--- config.mk ---
export PLATFORM = sky130hd
export DESIGN_NAME = alu_seq_flat
export DESIGN_NICKNAME = d
export VERILOG_FILES = /design/src/rtl/alu_seq_if.sv /design/src/rtl/alu_seq.sv /design/src/flat_wrapper.sv
export SDC_FILE = /design/constraint.sdc
export NUM_CORES = 2
export LEC_CHECK = 0
export BUFFER_PORTS_ARGS = -buffer_cell sky130_fd_sc_hd__buf_2
export CORE_ASPECT_RATIO = 1.75
export CORE_UTILIZATION = 40
export CTS_BUF_LIST = sky130_fd_sc_hd__clkbuf_4 sky130_fd_sc_hd__clkbuf_8
export CTS_CLUSTER_DIAMETER = 40
export DETAILED_ROUTE_END_ITERATION = 7
export SETUP_SLACK_MARGIN = 0.02
export SYNTH_ARGS = -nofsm -noshare
export SYNTH_HDL_FRONTEND = slang
export SYNTH_SLANG_ARGS = --single-unit
--- constraint.sdc ---
create_clock -name clk -period 11.8 [get_ports clk]
set_input_delay 3.54 -clock clk [delete_from_list [all_inputs] [get_ports clk]]
set_output_delay 3.54 -clock clk [all_outputs]
set_load 0.03 [all_outputs]
--- src/rtl/alu_seq_if.sv ---
// Valid/ready bundle between the execute stage and the multi-cycle ALU.
// The master drives operands and consumes results.
interface alu_seq_if #(
   parameter int WIDTH = 32
);
   logic [WIDTH-1:0] A;
   logic [WIDTH-1:0] B;
   logic [3:0]       ALUSel;
   logic             in_valid;
   logic             in_ready;
   logic             out_valid;
   logic             out_ready;
   logic [WIDTH-1:0] ALU_Output;
   logic [1:0]       Offset;
   logic [WIDTH-1:0] Address;
   logic             div_by_zero;

   modport master (
      output A, B, ALUSel, in_valid, out_ready,
      input  in_ready, out_valid, ALU_Output,
      input  Offset, Address, div_by_zero
   );

   modport slave (
      input  A, B, ALUSel, in_valid, out_ready,
      output in_ready, out_valid, ALU_Output,
      output Offset, Address, div_by_zero
   );
endinterface

--- src/rtl/alu_seq.sv ---
// Multi-cycle RV32 ALU with iterative multiply and divide.
// Results are registered and held until the consumer takes them.
module alu_seq #(
   parameter int WIDTH = 32,
   parameter int SHW   = $clog2(WIDTH)
) (
   input logic      clk,
   input logic      rst,
   alu_seq_if.slave bus
);
   typedef enum logic [2:0] {
      IDLE, MUL, DIV, FIX, DONE
   } state_t;

   localparam logic [WIDTH-1:0] MINV =
      {1'b1, {(WIDTH-1){1'b0}}};

   state_t             state;
   state_t             state_nxt;
   state_t             start_st;
   logic               accept;
   logic               is_mul;
   logic               is_div;
   logic               is_sdiv;
   logic               b_zero;
   logic               ovf;
   logic               last;
   logic [SHW-1:0]     shamt;
   logic [SHW-1:0]     cnt;
   logic [WIDTH-1:0]   sum_ab;
   logic [WIDTH-1:0]   one_res;
   logic [WIDTH-1:0]   abs_a;
   logic [WIDTH-1:0]   abs_b;
   logic [WIDTH-1:0]   mcand;
   logic [2*WIDTH-1:0] prod;
   logic [WIDTH:0]     psum;
   logic [WIDTH-1:0]   quo;
   logic [WIDTH-1:0]   rem;
   logic [WIDTH-1:0]   dvs;
   logic [WIDTH:0]     shl;
   logic [WIDTH:0]     diff;
   logic [WIDTH-1:0]   q_fin;
   logic [WIDTH-1:0]   r_fin;
   logic [3:0]         sel_r;
   logic               neg_q;
   logic               neg_r;

   assign accept  = bus.in_valid && bus.in_ready;
   assign bus.in_ready = !rst &&
      (state == IDLE || (state == DONE && bus.out_ready));
   assign bus.out_valid = (state == DONE);

   assign sum_ab  = bus.A + bus.B;
   assign shamt   = bus.B[SHW-1:0];
   assign is_mul  = (bus.ALUSel[3:1] == 3'b101);
   assign is_div  = (bus.ALUSel[3:2] == 2'b11);
   assign is_sdiv = is_div && !bus.ALUSel[0];
   assign b_zero  = (bus.B == '0);
   assign ovf     = is_sdiv && (bus.A == MINV) && (bus.B == '1);
   assign last    = (cnt == SHW'(WIDTH-1));

   assign abs_a = (is_sdiv && bus.A[WIDTH-1]) ? -bus.A : bus.A;
   assign abs_b = (is_sdiv && bus.B[WIDTH-1]) ? -bus.B : bus.B;

   // One shift-add step: add multiplicand when the low bit is set
   assign psum = {1'b0, prod[2*WIDTH-1:WIDTH]} +
                 {1'b0, mcand & {WIDTH{prod[0]}}};

   // One restoring-divide step on the shifted partial remainder
   assign shl  = {rem, quo[WIDTH-1]};
   assign diff = shl - {1'b0, dvs};

   assign q_fin = (!sel_r[0] && neg_q) ? -quo : quo;
   assign r_fin = (!sel_r[0] && neg_r) ? -rem : rem;

   // Single-cycle results, including the divide special cases
   always_comb begin
      one_res = '0;
      case (bus.ALUSel)
         4'b0000: one_res = bus.A & bus.B;
         4'b0001: one_res = bus.A | bus.B;
         4'b0010: one_res = {{(WIDTH-1){1'b0}},
                     $signed(bus.A) < $signed(bus.B)};
         4'b0011: one_res = sum_ab;
         4'b0100: one_res = bus.A >> shamt;
         4'b0101: one_res = WIDTH'($signed(bus.A) >>> shamt);
         4'b0110: one_res = bus.A - bus.B;
         4'b0111: one_res = bus.A ^ bus.B;
         4'b1000: one_res = bus.A << shamt;
         4'b1001: one_res = {{(WIDTH-1){1'b0}}, bus.A < bus.B};
         4'b1100,
         4'b1101: one_res = b_zero ? '1 : MINV;
         4'b1110,
         4'b1111: one_res = b_zero ? bus.A : '0;
         default: one_res = '0;
      endcase
   end

   // Where an accepted op goes first
   always_comb begin
      start_st = DONE;
      if (is_mul)
         start_st = MUL;
      else if (is_div && !b_zero && !ovf)
         start_st = DIV;
   end

   // State register
   always_ff @(posedge clk or posedge rst) begin
      if (rst)
         state <= IDLE;
      else
         state <= state_nxt;
   end

   // Next-state logic
   always_comb begin
      state_nxt = state;
      case (state)
         IDLE: if (accept) state_nxt = start_st;
         MUL:  if (last) state_nxt = DONE;
         DIV:  if (last) state_nxt = FIX;
         FIX:  state_nxt = DONE;
         DONE: begin
            if (accept)
               state_nxt = start_st;
            else if (bus.out_ready)
               state_nxt = IDLE;
         end
         default: state_nxt = IDLE;
      endcase
   end

   // Operand capture, iteration and result registers
   always_ff @(posedge clk or posedge rst) begin
      if (rst) begin
         bus.ALU_Output  <= '0;
         bus.Address     <= '0;
         bus.Offset      <= '0;
         bus.div_by_zero <= 1'b0;
         sel_r <= '0;
         cnt   <= '0;
         mcand <= '0;
         prod  <= '0;
         quo   <= '0;
         rem   <= '0;
         dvs   <= '0;
         neg_q <= 1'b0;
         neg_r <= 1'b0;
      end else begin
         case (state)
            IDLE, DONE: begin
               if (accept) begin
                  bus.ALU_Output  <= one_res;
                  bus.Address     <= {sum_ab[WIDTH-1:2], 2'b00};
                  bus.Offset      <= sum_ab[1:0];
                  bus.div_by_zero <= is_div && b_zero;
                  sel_r <= bus.ALUSel;
                  cnt   <= '0;
                  mcand <= bus.A;
                  prod  <= {{WIDTH{1'b0}}, bus.B};
                  quo   <= abs_a;
                  rem   <= '0;
                  dvs   <= abs_b;
                  neg_q <= bus.A[WIDTH-1] ^ bus.B[WIDTH-1];
                  neg_r <= bus.A[WIDTH-1];
               end
            end
            MUL: begin
               prod <= {psum, prod[WIDTH-1:1]};
               cnt  <= cnt + 1'b1;
               if (last)
                  bus.ALU_Output <= sel_r[0] ? psum[WIDTH:1] :
                     {psum[0], prod[WIDTH-1:1]};
            end
            DIV: begin
               cnt <= cnt + 1'b1;
               if (diff[WIDTH]) begin
                  rem <= shl[WIDTH-1:0];
                  quo <= {quo[WIDTH-2:0], 1'b0};
               end else begin
                  rem <= diff[WIDTH-1:0];
                  quo <= {quo[WIDTH-2:0], 1'b1};
               end
            end
            FIX: begin
               bus.ALU_Output <= sel_r[1] ? r_fin : q_fin;
            end
            default: ;
         endcase
      end
   end
endmodule

--- src/flat_wrapper.sv ---
// flat-port wrapper written by rule: the top's interface ports become plain ports
module alu_seq_flat 
#(
   parameter int WIDTH = 32,
   parameter int SHW   = $clog2(WIDTH)
)
  (clk, rst, bus_A, bus_B, bus_ALUSel, bus_in_valid, bus_out_ready, bus_in_ready, bus_out_valid, bus_ALU_Output, bus_Offset, bus_Address, bus_div_by_zero);
  alu_seq_if #(.WIDTH(WIDTH)) bus_i ();
  input logic clk;
  input logic rst;
  input wire logic [$bits(bus_i.A)-1:0] bus_A;
  input wire logic [$bits(bus_i.B)-1:0] bus_B;
  input wire logic [$bits(bus_i.ALUSel)-1:0] bus_ALUSel;
  input wire logic [$bits(bus_i.in_valid)-1:0] bus_in_valid;
  input wire logic [$bits(bus_i.out_ready)-1:0] bus_out_ready;
  output wire logic [$bits(bus_i.in_ready)-1:0] bus_in_ready;
  output wire logic [$bits(bus_i.out_valid)-1:0] bus_out_valid;
  output wire logic [$bits(bus_i.ALU_Output)-1:0] bus_ALU_Output;
  output wire logic [$bits(bus_i.Offset)-1:0] bus_Offset;
  output wire logic [$bits(bus_i.Address)-1:0] bus_Address;
  output wire logic [$bits(bus_i.div_by_zero)-1:0] bus_div_by_zero;
  assign bus_i.A = bus_A;
  assign bus_i.B = bus_B;
  assign bus_i.ALUSel = bus_ALUSel;
  assign bus_i.in_valid = bus_in_valid;
  assign bus_i.out_ready = bus_out_ready;
  assign bus_in_ready = bus_i.in_ready;
  assign bus_out_valid = bus_i.out_valid;
  assign bus_ALU_Output = bus_i.ALU_Output;
  assign bus_Offset = bus_i.Offset;
  assign bus_Address = bus_i.Address;
  assign bus_div_by_zero = bus_i.div_by_zero;
  alu_seq #(.WIDTH(WIDTH), .SHW(SHW)) u_core (.clk(clk), .rst(rst), .bus(bus_i));
endmodule
### After elaboration in Yosys (flattened, before gate mapping)

Index checks and enable logic that the tools add are counted.

| storage, ports and cells | value |
|---|---|
| register bits | 269 |
| bits in latches | 0 |
| memory bits (writable) | 0 |
| bits in read-only memories | 0 |
| input port bits | 72 |
| output and inout port bits | 69 |
| word-level logic and storage cells | 126 |
| memories kept | 0 |

| operators by class | value |
|---|---|
| add/subtract/negate cells | 9 |
| multiply operators | 0 |
| div/mod/pow operators | 0 |
| order comparisons | 2 |
| equality and inequality tests | 27 |
| shifts and indexed selects | 3 |
| mux-type cells | 30 |
| bitwise gates (word level) | 5 |
| reductions and logical operators | 36 |

Operators with widths:

| cell | count |
|---|---|
| $mux 32 | 12 |
| $pmux 32 s12 | 1 |
| $neg 32->32 | 4 |
| $pmux 32 s2 | 2 |
| $pmux 64 s2 | 1 |
| $pmux 32 s3 | 1 |
| $and 32x32->32 | 2 |
| $eq 32x32->1 const B | 2 |
| $lt 32x32->1 | 2 |
| $mux 64 | 1 |
| $add 32x32->33 | 1 |
| $sub 33x32->33 | 1 |
| $add 32x32->32 | 1 |
| $logic_not 32->1 | 1 |
| $or 32x32->32 | 1 |
| $shl 32x5->32 | 1 |
| $shr 32x5->32 | 1 |
| $sshr 32x5->32 | 1 |
| $sub 32x32->32 | 1 |
| $xor 32x32->32 | 1 |
| $mux 31 | 1 |
| $eq 4x4->1 const B | 6 |
| $mux 3 | 7 |
| $eq 4x3->1 const B | 4 |
| other kinds (26) | 56 |

### Longest topological paths before layout

| depth | value |
|---|---|
| depth in word-level cells | 10 |
| mapped depth | 16 |
| gate-level depth less buffers | 14 |

### Worst setup path after synthesis

No wires, ideal clock.

| timing | value |
|---|---|
| path type | input port to output port |
| from | input rst |
| to | output bus_in_ready |
| arrival time | 4599 ps |
| data required time | 8260 ps |
| slack | 3661 ps |
| stages | 1 |
| buffers on the path | 0 |
| path through | nor4_1 |

| on the way | value |
|---|---|
| cells in the longest elaborated chain, start to end | 2 |

Ends and longest elaborated chain:

| item | line | RTL |
|---|---|---|
| start: declaration | flat_wrapper.sv:10 | `input logic rst;` |
| $logic_not 1->1 | alu_seq.sv:49 | `assign bus.in_ready = !rst &&` |
| $logic_and 1x1->1 | alu_seq.sv:49 |  |
| end: declaration | flat_wrapper.sv:16 | `output wire logic [$bits(bus_i.in_ready)-1:0] bus_in_ready;` |

No other way between the ends.

### Worst setup path after layout

Same ends and word-level chain as after synthesis.

==> qor_table.md <==
| Result | Value | Unit |
|---|---|---|
| Setup crit start kind | input pin | - |
| Area of the die | 68700 | um2 |
| Delay contributed by the slowest stage of the critical path | 0.53 | ns |
| Length in cells of the worst reg-to-reg path | 15 | - |
| DIE WIDTH | 198.6 | um |
| Post-CTS Setup Inserts | 0 | - |
| Area inside the core boundary | 66630 | um2 |
| Die Ht | 346.0 | um |
| Total buffers and inverters traversed by the critical path | 2 | - |
| Worst Setup End Kind | output port | - |
| Final WL | 141600 | um |
| Endpoint of the lowest-slack register-to-register path | u_core.rem[0] | - |
| Max Clock Skew | 0.06710 | ns |
| Peak supply drop | 0.1161 | mV |
| Syn Std Cell Area | 27040 | um2 |
| Clock input transition at the sequential cells of the worst setup and hold paths | 0.07 | ns |
| Level count of the clock H-tree | 2 | - |
| Max-slew violations | 2 | - |
| Detailed-route vias per instance | 6.648 | - |
| Most common cell type on the critical path | buf_2 | - |
| Post-route minimum period | 8.062 | ns |
| Sink of the worst hold path | u_core.mcand[27] | - |
| Clock latency on the worst-skew pair | 0.76 | ns |
| DRT Pass-1 Iters | 7 | - |
| Port Buffers | 138 | - |
| Most used flip-flop cell after synthesis | dfrtp_1 | - |
| Max capacitance violation total | 1 | - |
| Slew at the pin closest to its max-slew limit | 1.673 | ns |
| Warnings from Yosys | 0 | - |
| Global-route usage over all layers | 40.98 | % |
| Clock buffers created by TritonCTS | 53 | - |
| Sequential area share after synthesis | 24.80 | % |
| Largest net degree at the start of global routing | 168 | - |
| Internal power component | 3.262 | mW |
| Hold Fails Final Rpt | 0 | - |
| Starting density of the core | 40.59 | % |
| Leftover overflow at the end of global routing | 0 | - |
| Hold Path Class | register to register | - |
| Static Leakage | 12.81 | nW |
| Leading cell types in the layout, fill and taps excluded | 419 x nand2_1, 320 x o21ai_0, 283 x nor2_1 | - |
| Total half-perimeter wirelength after legalization and detailed placement | 104800 | um |
| Count of final setup violators | 0 | - |
| Slack of the worst reg-to-reg path | 6.61 | ns |
| Data arrival time of the worst path | 4.52 | ns |
| Largest driver fanout on the critical path | 3 | - |
| Violation count after the first detailed-routing iteration | 3369 | - |
| Post-route clock period utilization | 68.32 | % |
| Quantity of hold-fixing buffers added after cts | 0 | - |
| Power share of the sequential group | 25.4 | % |
| CP Depth | 3 | - |
| Post-CTS Resized | 0 | - |
| DRC violations left | 0 | - |
| Sw power | 3.646 | mW |
| Setup Crit Path Kind | input pin to output port | - |
| Routability congestion estimate from global placement | 1.128 | - |
| CTS Sinks | 268 | - |
| Clock network power share | 16.9 | % |
| Routed len/inst | 32.11 | um |
| Crit path required time | 8.26 | ns |
| Count of vias placed by the detailed router | 29320 | - |
| Vias in the first global route | 28270 | - |
| Number of cell rows | 125 | - |
| Post-layout total power | 6.908 | mW |
| Seq cells post-synth | 268 | - |
| Maximum achievable frequency | 124.0 | MHz |
| Number of cells produced by synthesis | 3470 | - |
| Hold path depth | 2 | - |
| Pwr per Cell Area | 233.1 | nW/um2 |
| Number of library cell types mapped by synthesis | 105 | - |
| Area growth from synthesis to final layout | 9.590 | % |
| Failing checks | capacitance limit, slew limit | - |
| Post-DRT Antenna Nets | 0 | - |
| Async SR Flop Fraction | 100.0 | % |
| Average instance area after synthesis | 7.794 | um2 |
| Count of nets after finishing | 3721 | - |
| Global-route wire length before repair | 201500 | um |
| List of cells traversed by the critical path | buf_2 > nor4_1 > buf_2 | - |
| Layout cells sized above 1 | 11.90 | % |
| Initial antenna violation count | 14 | - |
| Most common library cell in the layout ignoring fill and taps | nand2_1 | - |
| Ports placed on the boundary | 141 | - |
| Hold path startpoint | u_core.mcand[27] | - |
| Relative max-transition margin | -12.73 | % |
| Slowest cell on the critical path | nor4_1 | - |
| Setup TNS after final layout | 0 | ns |
| Buffer cell driving the clock tree root | clkbuf_8 | - |
| Switching fraction of total power | 52.78 | % |
| TritonCTS clock tree | yes | - |
| Cell family with most CP delay | simple AND/OR/NAND/NOR gates | - |
| Number of enable flip-flop cells after synthesis | 0 | - |
| Setup repair after global routing missed its margin | false | - |
| CTS max path bufs | 3 | - |
| RR Startpoint | u_core.quo[31] | - |
| Combinational power share | 57.7 | % |
| Status | finished, violations left | - |
worst register-to-register path: stages (launching register included):
cell and delay [ns]:
dfrtp_1 0.44, inv_1 0.26, ha_1 0.26, inv_1 0.06, fa_1 0.43, a211oi_1 0.30, nor3_1 0.16, o211ai_1 0.56
a21boi_1 0.19, o21ai_1 0.31, a2111oi_0 0.18, o32ai_1 0.67, xnor2_4 0.31, buf_4 0.52, mux2i_1 0.33, a22o_1 0.14
logic make-up (layout without fill, tap and decap cells):
family	count (synthesis)	count (layout)	share of synthesized area, %
multiplexers	145	145	7.962
XOR/XNOR	214	214	6.958
flip-flops	268	268	24.80
AND/OR/NAND/NOR	1085	1085	18.44
adder cells (fa/ha/maj)	179	179	8.392
other	1	9	0.01387
AO/OA/AOI/OAI	1164	1164	27.35
buffers and inverters	414	457	6.088
cell usage after synthesis (49+ instances only):
cell type | n | area [um2]
nand2_1 | 420 | 1577
o21ai_0 | 320 | 1602
nor2_1 | 286 | 1074
dfrtp_1 | 268 | 6706
a21oi_1 | 246 | 1231
clkbuf_1 | 193 | 724.4
ha_1 | 175 | 2190
xnor2_1 | 154 | 1349
inv_1 | 152 | 570.6
mux2i_1 | 79 | 790.8
nand3_1 | 78 | 390.4
a22oi_1 | 72 | 540.5
o21ai_1 | 63 | 315.3
nor3_1 | 62 | 310.3
xor2_1 | 59 | 516.8
a31oi_1 | 55 | 344.1
mux4_2 | 55 | 1239
and2_1 | 49 | 306.5
sequential cells by signal, summed over array words and instances (netlist names), 5 cells and up:
name / cells
u_core.prod: 64
u_core.bus.ALU_Output: 32
u_core.dvs: 32
u_core.mcand: 32
u_core.quo: 32
u_core.rem: 32
u_core.bus.Address: 30
u_core.cnt: 5
metal layers:
| metal | wire length (um) | GRT usage [%] | vias to the layer above |
|---|---|---|---|
| li1 | - | - | 12610 |
| met1 | 48290 | 44.55 | 14110 |
| met2 | 64100 | 64.10 | 1904 |
| met3 | 12880 | 10.55 | 691 |
| met4 | 16250 | 38.92 | 10 |
| met5 | 63 | 0 | - |
worst max path at each step:
| stage | startpoint | to | slack (ns) |
|---|---|---|---|
| after floorplan | rst | u_core.bus.ALU_Output[0] | 0.88 |
| final | rst | bus_in_ready | 3.74 |
| after CTS | rst | bus_in_ready | 3.73 |
| after global routing | rst | bus_in_ready | 3.66 |
| after detailed placement | bus_B[4] | u_core.bus.ALU_Output[25] | 3.60 |
| after global placement | bus_B[4] | u_core.bus.ALU_Output[25] | 3.60 |
per-stage QoR:
stage | cell area, um2 | utilization, % | cells | hold slack (ns) | setup slack [ns]
after floorplan | 27050 | - | 3471 | 0.4418 | 0.8780
after global routing | 29630 | 44.47 | 4405 | 0.4975 | 3.662
after detailed placement | 28350 | 42.56 | 4304 | 0.4632 | 3.598
after global placement | 28350 | 42.56 | 4304 | 0.4537 | 3.604
after CTS | 29620 | 44.46 | 4403 | 0.4782 | 3.734
final | 29640 | 44.48 | 4410 | 0.4721 | 3.738
cell type report:
cell class,count,area [um2]
Clock buffer,72,959.7
Tap cell,889,1112
Multi-Input combinational cell,2789,18770
Clock inverter,27,306.5
Fill cell,7006,36990
Sequential cell,268,6706
Timing Repair Buffer,198,1159
Inverter,160,608.1
Antenna cell,7,17.52
power groups by stage:
| stage | logic (mW) | clock network [mW] | registers (mW) |
|---|---|---|---|
| after global routing | 4.23 | 1.21 | 1.79 |
| after detailed placement | 3.84 | 0 | 1.74 |
| final | 3.98 | 1.17 | 1.75 |
| after floorplan | 2.44 | 0 | 1.78 |
| after global placement | 3.82 | 0 | 1.74 |
| after CTS | 3.86 | 1.17 | 1.73 |
No activity file was read; power rests on OpenSTA's default activity.
